**config.mk**
```make
export PLATFORM = sky130hd
export DESIGN_NAME = minterm_func_engine
export DESIGN_NICKNAME = d
export VERILOG_FILES = /design/src/rtl/minterm_func_engine.sv
export SDC_FILE = /design/constraint.sdc
export NUM_CORES = 1
export LEC_CHECK = 0
export CAP_MARGIN = 25
export CORE_MARGIN = 1
export CORE_UTILIZATION = 47
export DETAILED_ROUTE_END_ITERATION = 8
export HOLD_SLACK_MARGIN = 0.08
export PLACE_DENSITY = 0.77
export SETUP_SLACK_MARGIN = 0.4
export SLEW_MARGIN = 20
export SYNTH_ARGS = -nofsm -noshare
export SYNTH_HDL_FRONTEND = slang
export SYNTH_SLANG_ARGS = --single-unit
```
**constraint.sdc**
```tcl
create_clock -name clk -period 2.3 [get_ports clk]
set_clock_uncertainty 0.15 [all_clocks]
set_input_delay 0.345 -clock clk [delete_from_list [all_inputs] [get_ports clk]]
set_output_delay 0.345 -clock clk [all_outputs]
set_load 0.005 [all_outputs]
```
**src/rtl/minterm_func_engine.sv**
```systemverilog
// Purpose: N-input Boolean function unit held as a 2^N minterm mask, with direct evaluation and a full-table sweep.
// Latency: f_out one cycle after x_in; sweep beats start one cycle after start, done one cycle after the last beat.
// Backpressure: sweep beats use valid/ready; idx and sweep_f hold while ready is low, abort cancels at the next edge.
module minterm_func_engine #(
    parameter int                     N_IN = 3,
    parameter logic [(2**N_IN)-1:0]   MASK = 8'hDC
) (
    input  logic                      clk,
    input  logic                      rst_n,
    input  logic [N_IN-1:0]           x_in,
    output logic                      f_out,
    input  logic [(2**N_IN)-1:0]      mask_in,
    input  logic                      mask_load,
    input  logic                      start,
    input  logic                      abort,
    output logic                      busy,
    output logic                      sweep_valid,
    input  logic                      sweep_ready,
    output logic [N_IN-1:0]           sweep_idx,
    output logic                      sweep_f,
    output logic                      done,
    output logic [N_IN:0]             ones_count
);

    localparam int              NCODE    = 2**N_IN;
    localparam logic [N_IN-1:0] IDX_LAST = N_IN'(NCODE - 1);

    typedef enum logic [1:0] {
        S_IDLE  = 2'd0,
        S_SWEEP = 2'd1,
        S_DONE  = 2'd2
    } state_t;

    state_t             r_state;
    state_t             w_state_nxt;
    logic [NCODE-1:0]   r_mask;
    logic [N_IN-1:0]    r_idx;
    logic [N_IN-1:0]    w_idx_nxt;
    logic [N_IN:0]      r_acc;
    logic [N_IN:0]      w_acc_nxt;
    logic [N_IN:0]      r_ones;
    logic [N_IN:0]      w_ones_nxt;
    logic               r_f_out;
    logic               w_in_sweep;
    logic               w_bit;
    logic               w_beat;
    logic               w_last;
    logic               w_mask_we;
    logic [N_IN:0]      w_acc_inc;

    // Sweep-side decode: the mask is frozen while sweeping, so mask[idx] is stable with idx.
    assign w_in_sweep = (r_state == S_SWEEP);
    assign w_bit      = r_mask[r_idx];
    assign w_beat     = w_in_sweep && sweep_ready;
    assign w_last     = (r_idx == IDX_LAST);
    assign w_acc_inc  = r_acc + {{N_IN{1'b0}}, w_bit};
    assign w_mask_we  = (r_state == S_IDLE) && mask_load;

    // Direct evaluation runs in every state from the mask currently held.
    always_ff @(posedge clk or negedge rst_n) begin
        if (!rst_n) begin
            r_f_out <= 1'b0;
        end else begin
            r_f_out <= r_mask[x_in];
        end
    end

    // Mask reloads are only taken in IDLE; a load alongside start feeds the sweep that begins.
    always_ff @(posedge clk or negedge rst_n) begin
        if (!rst_n) begin
            r_mask <= MASK;
        end else if (w_mask_we) begin
            r_mask <= mask_in;
        end
    end

    // FSM state and sweep datapath registers.
    always_ff @(posedge clk or negedge rst_n) begin
        if (!rst_n) begin
            r_state <= S_IDLE;
            r_idx   <= '0;
            r_acc   <= '0;
            r_ones  <= '0;
        end else begin
            r_state <= w_state_nxt;
            r_idx   <= w_idx_nxt;
            r_acc   <= w_acc_nxt;
            r_ones  <= w_ones_nxt;
        end
    end

    // Next-state logic: abort beats a same-cycle handshake, and the final count lands with the
    // last accepted beat so ones_count is already valid while done is high.
    always_comb begin
        w_state_nxt = r_state;
        w_idx_nxt   = r_idx;
        w_acc_nxt   = r_acc;
        w_ones_nxt  = r_ones;
        case (r_state)
            S_IDLE: begin
                if (start) begin
                    w_state_nxt = S_SWEEP;
                    w_idx_nxt   = '0;
                    w_acc_nxt   = '0;
                end
            end
            S_SWEEP: begin
                if (abort) begin
                    w_state_nxt = S_IDLE;
                end else if (w_beat) begin
                    w_acc_nxt = w_acc_inc;
                    if (w_last) begin
                        w_state_nxt = S_DONE;
                        w_ones_nxt  = w_acc_inc;
                    end else begin
                        w_idx_nxt = r_idx + 1'b1;
                    end
                end
            end
            S_DONE: begin
                w_state_nxt = S_IDLE;
            end
            default: begin
                w_state_nxt = S_IDLE;
            end
        endcase
    end

    // Outputs decode straight from registered state; beat fields read zero outside a sweep.
    assign f_out       = r_f_out;
    assign busy        = w_in_sweep;
    assign sweep_valid = w_in_sweep;
    assign sweep_idx   = w_in_sweep ? r_idx : '0;
    assign sweep_f     = w_in_sweep & w_bit;
    assign done        = (r_state == S_DONE);
    assign ones_count  = r_ones;

endmodule

```
==> results.md, run 1 <==
- Cts bufs inserted: 3
- Ports: 29
- Max VDD drop: roughly 0.54 mV
- Placed Instance Area: around 1500 µm²
- Via count: slightly above 800
- Worst Setup EP: ones_count[3]
- # DRC: 0
- Syn_area_per_cell: 14.2 µm²
- R2r endpoint: ones_count[3]
- RSZ-0062 raised after global routing: true
- Number of library cell types mapped by synthesis: 26
- Flop2flop setup slack: 70 ps
- Critical path class: flop to flop
- Post-synthesis sequential area ratio: 0.490
- Synthesis-stage register bit count: 22
- EDFF count, synth: 0
- R2R depth: 8
- Outcome: finished clean
- Clk pin slew, worst setup/hold paths: 120 ps
- Clock Root Buffer: clkbuf_4
- Ys Warns: 0
- CTS tree: built
- Detail Route Antenna Nets: 0
- Fillers: ~150
- Part of the cycle the worst path needs: 0.969
- Setup TNS: 0 ps
- Via-per-instance ratio: about 5.3
- Final instance area: about 1700 µm²
- Skew-Pair Late Insertion Delay: between 300 and 400 ps
- Vert. Die Dim: between 50 and 60 µm
- Leak pwr: ~0.75 nW
- Crit end category: flop
- WL per Instance: between 15 and 20 µm
- Die area: approximately 2600 µm²
- Initial Util: 0.504
- Minimum clock period: ~2200 ps
- Slew Viols, Final: 0
- Clock sinks: 22
- Core Region: 2250 µm²
- Post-detail-place hpwl: ~1500 µm
- GP Congestion: 0.740
- Hold Vio Cnt, Final: 0
- Port Buffers: 28
- Row cnt: 17
- Synthesized instance count: 80
- Total GRT Usage: 0.203
- Overflow left after global routing: 0
- Area grow syn2layout: 46.6%
- Async SR Flop Fraction: 1.00
- Drt first pass iters: 4
- Synth Net Count: roughly 100
- Largest net degree at the start of global routing: 23
- Fmax: about 0.45 GHz
- Highest net fanout along the worst path: 2
- Max-Cap Viols: 0
- Worst slew pin tran: approximately 370 ps
- Die outline width: approximately 51 µm
- Crit path launch type: flop
- Top FF cell, synth: dfrtp_1
- Vias in the first global route: 806
- Clk buf depth: 2
- Initial antenna violation count: 0
- Arrival time at the worst endpoint: 2280 ps
- Critical path origin: r_mask[7]
- Critical R2R Launch: r_mask[7]
- First-pass GRT wire length: about 3800 µm
- Commonest non-fill, non-tap cells in the layout: clkdlybuf4s50_1, dfrtp_1, buf_4
- H-Tree Level Count: 1
- Post-CTS Hold Buffers: 0
- Commonest non-fill, non-tap cell in the layout: clkdlybuf4s50_1
- Type of the most critical hold path: input pin to async pin
- Layout cells sized above 1: 0.464
- Diode count: 0
- PwrDens: approximately 640 nW/µm²
- Post-Synthesis Cell Area: 1140 µm²
- Worst Path Required: ~2400 ps
- Max-slew headroom: 0.752
- 1st-iter DRT viols: 3
- NumNets Final: 147
- Final number of setup-violating endpoints: 0
- Post-Route WL: approximately 2400 µm
==> per-stage QoR <==
stage	total power, mW	hold WS (ps)	cells	utilization	setup WS, ps
floorplan	0.679	-101	80	-	263
global placement	0.776	342	136	0.658	82.4
detailed placement	0.789	348	136	0.658	33.0
CTS	1.05	229	149	0.716	106
global route	1.12	246	153	0.740	10.7
finish	1.07	224	153	0.740	70.8
==> metal layers <==
layer	vias up	GRT usage	wire length, µm
met1	400	0.270	1110
met4	0	0.0972	41
met5	-	0	0
met2	23	0.318	1120
li1	391	-	-
met3	4	0.0387	102
==> Yosys cell counts, drive strengths merged (2+ instances only) <==
master | instances | share of area
dfrtp | 17 | 0.37
mux2 | 14 | 0.14
a22o | 5 | 0.039
dfstp | 5 | 0.12
nor2b | 5 | 0.028
ha | 4 | 0.044
mux2i | 4 | 0.035
and2 | 3 | 0.017
buf | 3 | 0.023
mux4 | 3 | 0.059
a21o | 2 | 0.013
nand3b | 2 | 0.013
nor3b | 2 | 0.028
==> power breakdown <==
group	total, mW	internal [mW]	switching [mW]
combinational	0.351	0.228	0.123
sequential	0.507	0.456	0.0511
clock	0.210	0.0967	0.113
total	1.07	0.780	0.287
==> kinds of logic after synthesis <==
logic type,synth area share
multiplexers,0.233
buffers and inverters,0.0264
AO/OA/AOI/OAI,0.0649
adder cells (fa/ha/maj),0.0440
XOR/XNOR,0.0154
flip-flops,0.490
AND/OR/NAND/NOR,0.127
==> registers in the layout, summed over array words and instances (netlist names) <==
signal	flops
ones_count	4
f_out	1
r_idx	3
r_mask	8
r_acc	4
r_state	2
==> critical path, stage by stage, from the launching register on <==
cell and delay [ps]:
dfstp_2 560, mux2i_1 70, mux4_2 500, buf_6 140, inv_4 50, ha_4 140, nand3_4 90, xnor2_2 160
mux2_4 260
==> repair_timing <==
item / 4_1_cts / 5_1_grt
pin swaps: 2 / 3
endpoints found under the setup margin: 15 / 15
setup buffers: 9 / 4
gates resized for setup: 20 / 11
==> how the worst min path moves through the flow <==
stage	startpoint	endpoint	slack, ps	depth (start not counted)
floorplan	rst_n	f_out	-100	0
global placement	ones_count[2]	ones_count[2]	340	1
detailed placement	ones_count[0]	ones_count[0]	350	1
CTS	rst_n	r_idx[2]	230	2
global route	rst_n	r_state[0]	250	2
finish	rst_n	r_idx[2]	220	2
==> final cells by class <==
type | instances | area [µm²] | share of cell area
multi-input combinational | 54 | 636 | 0.381
sequential | 22 | 559 | 0.335
timing repair buffer | 44 | 395 | 0.237
clock buffer | 4 | 36.3 | 0.0218
tap | 28 | 35.0 | 0.0210
inverter | 1 | 6.26 | 0.00375
No activity file was read; power rests on OpenSTA's default activity.
==> run 2, diff against run 1 <==
--- a/config.mk
+++ b/config.mk
@@ -5,6 +5,7 @@
 export SDC_FILE = /design/constraint.sdc
 export NUM_CORES = 1
 export LEC_CHECK = 0
+export ABC_AREA = 0
 export CAP_MARGIN = 25
 export CORE_MARGIN = 1
 export CORE_UTILIZATION = 47
==> results of run 2 <==
The final DEF is identical to that of run 1; final timing and power are the same.
==> run 3, diff against run 2 <==
==> constraint.sdc (replaced) <==
create_clock -name clk -period 2.5 [get_ports clk]
set_clock_uncertainty 0.15 [all_clocks]
set_input_delay 0.375 -clock clk [delete_from_list [all_inputs] [get_ports clk]]
set_output_delay 0.375 -clock clk [all_outputs]
set_load 0.005 [all_outputs]
==> run 3 against run 2 <==
Effect of this change:
- sequential share of layout area is 1.5 points higher
- worst hold slack better by 64 ps
- wire length is 7.6% lower
- sequential power is 8.9% lower
- total power is 4.6% lower
- largest power group unchanged
==> results.md, run 3 (same netlist as run 1, synthesis figures left out) <==
- Final Core Density: 0.710 (was 0.740)
- Port Buffers: 28 (unchanged)
- Total GRT Usage: 0.207 (was 0.203)
- Arrival time at the worst endpoint: 1650 ps (was 2280 ps)
- Worst slew pin tran: 629 ps (was 372 ps)
- Ports: 29 (unchanged)
- Diode count: 0 (unchanged)
- Critical path class: flop to primary output (was flop to flop)
- Setup TNS: 0 ps (unchanged)
- Hold Vio Cnt, Final: 0 (unchanged)
- Skew-Pair Late Insertion Delay: 310 ps (about the same)
- Slack of the critical path: 322 ps (was 70.8 ps)
- Largest register FFs: 8 (unchanged)
- Largest reg by FF count: r_mask (unchanged)
- RSZ-0062 raised after global routing: true (unchanged)
- Max-slew headroom: 0.580 (was 0.752)
- Slew Viols, Final: 0 (unchanged)
- Part of the cycle the worst path needs: 0.871
- Vert. Die Dim: 51.2 µm (unchanged)
- PwrDens: 636 nW/µm² (was 640 nW/µm²)
- Core Region: 2250 µm² (unchanged)
- Cts bufs inserted: 3 (unchanged)
- Via-per-instance ratio: 5.45 (was 5.35)
- Final number of setup-violating endpoints: 0 (unchanged)
- GP Congestion: 0.786 (was 0.740)
- Vias in the first global route: 839 (was 806)
- Area grow syn2layout: 40.7% (was 46.6%)
- H-Tree Level Count: 1 (unchanged)
- Initial Util: 0.504 (unchanged)
- Leak pwr: 0.752 nW (was 0.754 nW)
- WL per Instance: 14.8 µm (was 15.5 µm)
- Layout cells sized above 1: 0.383 (was 0.464)
- Fillers: 159 (was 151)
- Drt first pass iters: 4 (unchanged)
- Post-Place Worst Slack: 238 ps (was 33.0 ps)
- Crit end category: primary output (was flop)
- Largest net degree at the start of global routing: 16 (was 23)
- Via count: 806 (was 818)
- Max-Cap Viols: 0 (unchanged)
- Worst Path Required: 1980 ps (was 2350 ps)
- Clk pin slew, worst setup/hold paths: 120 ps (about the same)
- 1st-iter DRT viols: 3 (unchanged)
- CTS tree: built (unchanged)
- Clock Root Buffer: clkbuf_4 (unchanged)
- Type of the most critical hold path: input pin to async pin (unchanged)
- Row cnt: 17 (unchanged)
- # DRC: 0 (unchanged)
- Post-CTS Hold Buffers: 0 (unchanged)
- Die outline width: 51.2 µm (unchanged)
- Worst hold slack: 288 ps (was 224 ps)
- Crit path launch type: flop (unchanged)
- Clock sinks: 22 (unchanged)
- Fmax: approximately 0.46 GHz
- Clk buf depth: 2 (unchanged)
- Initial antenna violation count: 0 (unchanged)
- Detail Route Antenna Nets: 0 (unchanged)
- Overflow left after global routing: 0 (unchanged)
- Post-Route WL: 2190 µm (was 2370 µm)
- Post-detail-place hpwl: 1570 µm (was 1520 µm)
- Minimum clock period: between 2000 and 2500 ps
- Commonest non-fill, non-tap cells in the layout: clkdlybuf4s50_1, mux2_2, dfrtp_1 (was clkdlybuf4s50_1, dfrtp_1, buf_4)
- Die area: 2620 µm² (unchanged)
- Max VDD drop: 0.572 mV (was 0.537 mV)
- Highest net fanout along the worst path: 6 (was 2)
- First-pass GRT wire length: 3830 µm (was 3760 µm)
- Outcome: finished clean (unchanged)
- Commonest non-fill, non-tap cell in the layout: clkdlybuf4s50_1 (unchanged)
- NumNets Final: 142 (was 147)
==> run 3: cell count changes in the layout (fill, tap and decap cells not counted), sizes merged <==
| cell | previous run | this run |
|---|---|---|
| clkbuf | 6 | 3 |
| buf | 17 | 12 |
| dlymetal6s2s | 1 | 3 |
| bufinv | 0 | 1 |
| clkdlybuf4s50 | 21 | 24 |
| dlygate4sd2 | 3 | 0 |
==> run 3: cell type report <==
| type | instances | area (µm²) | share of cell area |
|---|---|---|---|
| Inverter | 1 | 3.75 | 0.00235 |
| Multi-Input combinational cell | 54 | 583 | 0.364 |
| Tap cell | 28 | 35.0 | 0.0219 |
| Sequential cell | 22 | 561 | 0.350 |
| Clock buffer | 3 | 22.5 | 0.0141 |
| Timing Repair Buffer | 39 | 365 | 0.228 |
| Clock inverter | 1 | 30.0 | 0.0188 |
==> run 3: what timing repair did <==
action | CTS | global route
setup buffers | 8 | 1
setup endpoints to repair | 12 | 10
resized for setup | 13 | 3
pin swaps | 0 | 0
==> run 3: routing by layer <==
| metal | track usage | share of wire | vias to the layer above |
|---|---|---|---|
| li1 | - | - | 380 |
| met1 | 0.266 | 0.43 | 399 |
| met2 | 0.333 | 0.51 | 23 |
| met3 | 0.0625 | 0.048 | 4 |
| met4 | 0.0648 | 0.0091 | 0 |
| met5 | 0 | 0 | - |
==> run 3: path summary, 6_finish.rpt <==
path | start | to | slack, ps | cells after the start
min in group clk | ones_count[2] | ones_count[2] | 370 | 1
hold / removal | rst_n | ones_count[1] | 290 | 1
hold reg to reg | ones_count[2] | ones_count[2] | 370 | 1
max in group asynchronous | rst_n | r_idx[0] | 1340 | 2
setup / recovery | r_idx[0] | sweep_f | 320 | 4
setup reg to reg | r_idx[0] | ones_count[3] | 350 | 7
==> run 3: per-stage QoR <==
| stage | area, µm² | total power [mW] | cells |
|---|---|---|---|
| after floorplan | 1140 | 0.602 | 80 |
| after global placement | 1440 | 0.693 | 135 |
| after detailed placement | 1440 | 0.702 | 135 |
| after CTS | 1590 | 1.02 | 147 |
| after global routing | 1600 | 1.08 | 148 |
| final | 1600 | 1.02 | 148 |
==> run 3: report_power, final <==
group	switching, mW	leakage (nW)	internal (mW)
sequential	0.0430	0.273	0.419
combinational	0.0974	0.451	0.187
clock	0.110	0.0279	0.162
==> run 3: worst max-delay path, stage by stage, from the launching register on <==
cell     delay (ps)
dfrtp_2         490
mux2i_1         140
mux4_2          490
nor2b_1         110
buf_2           110
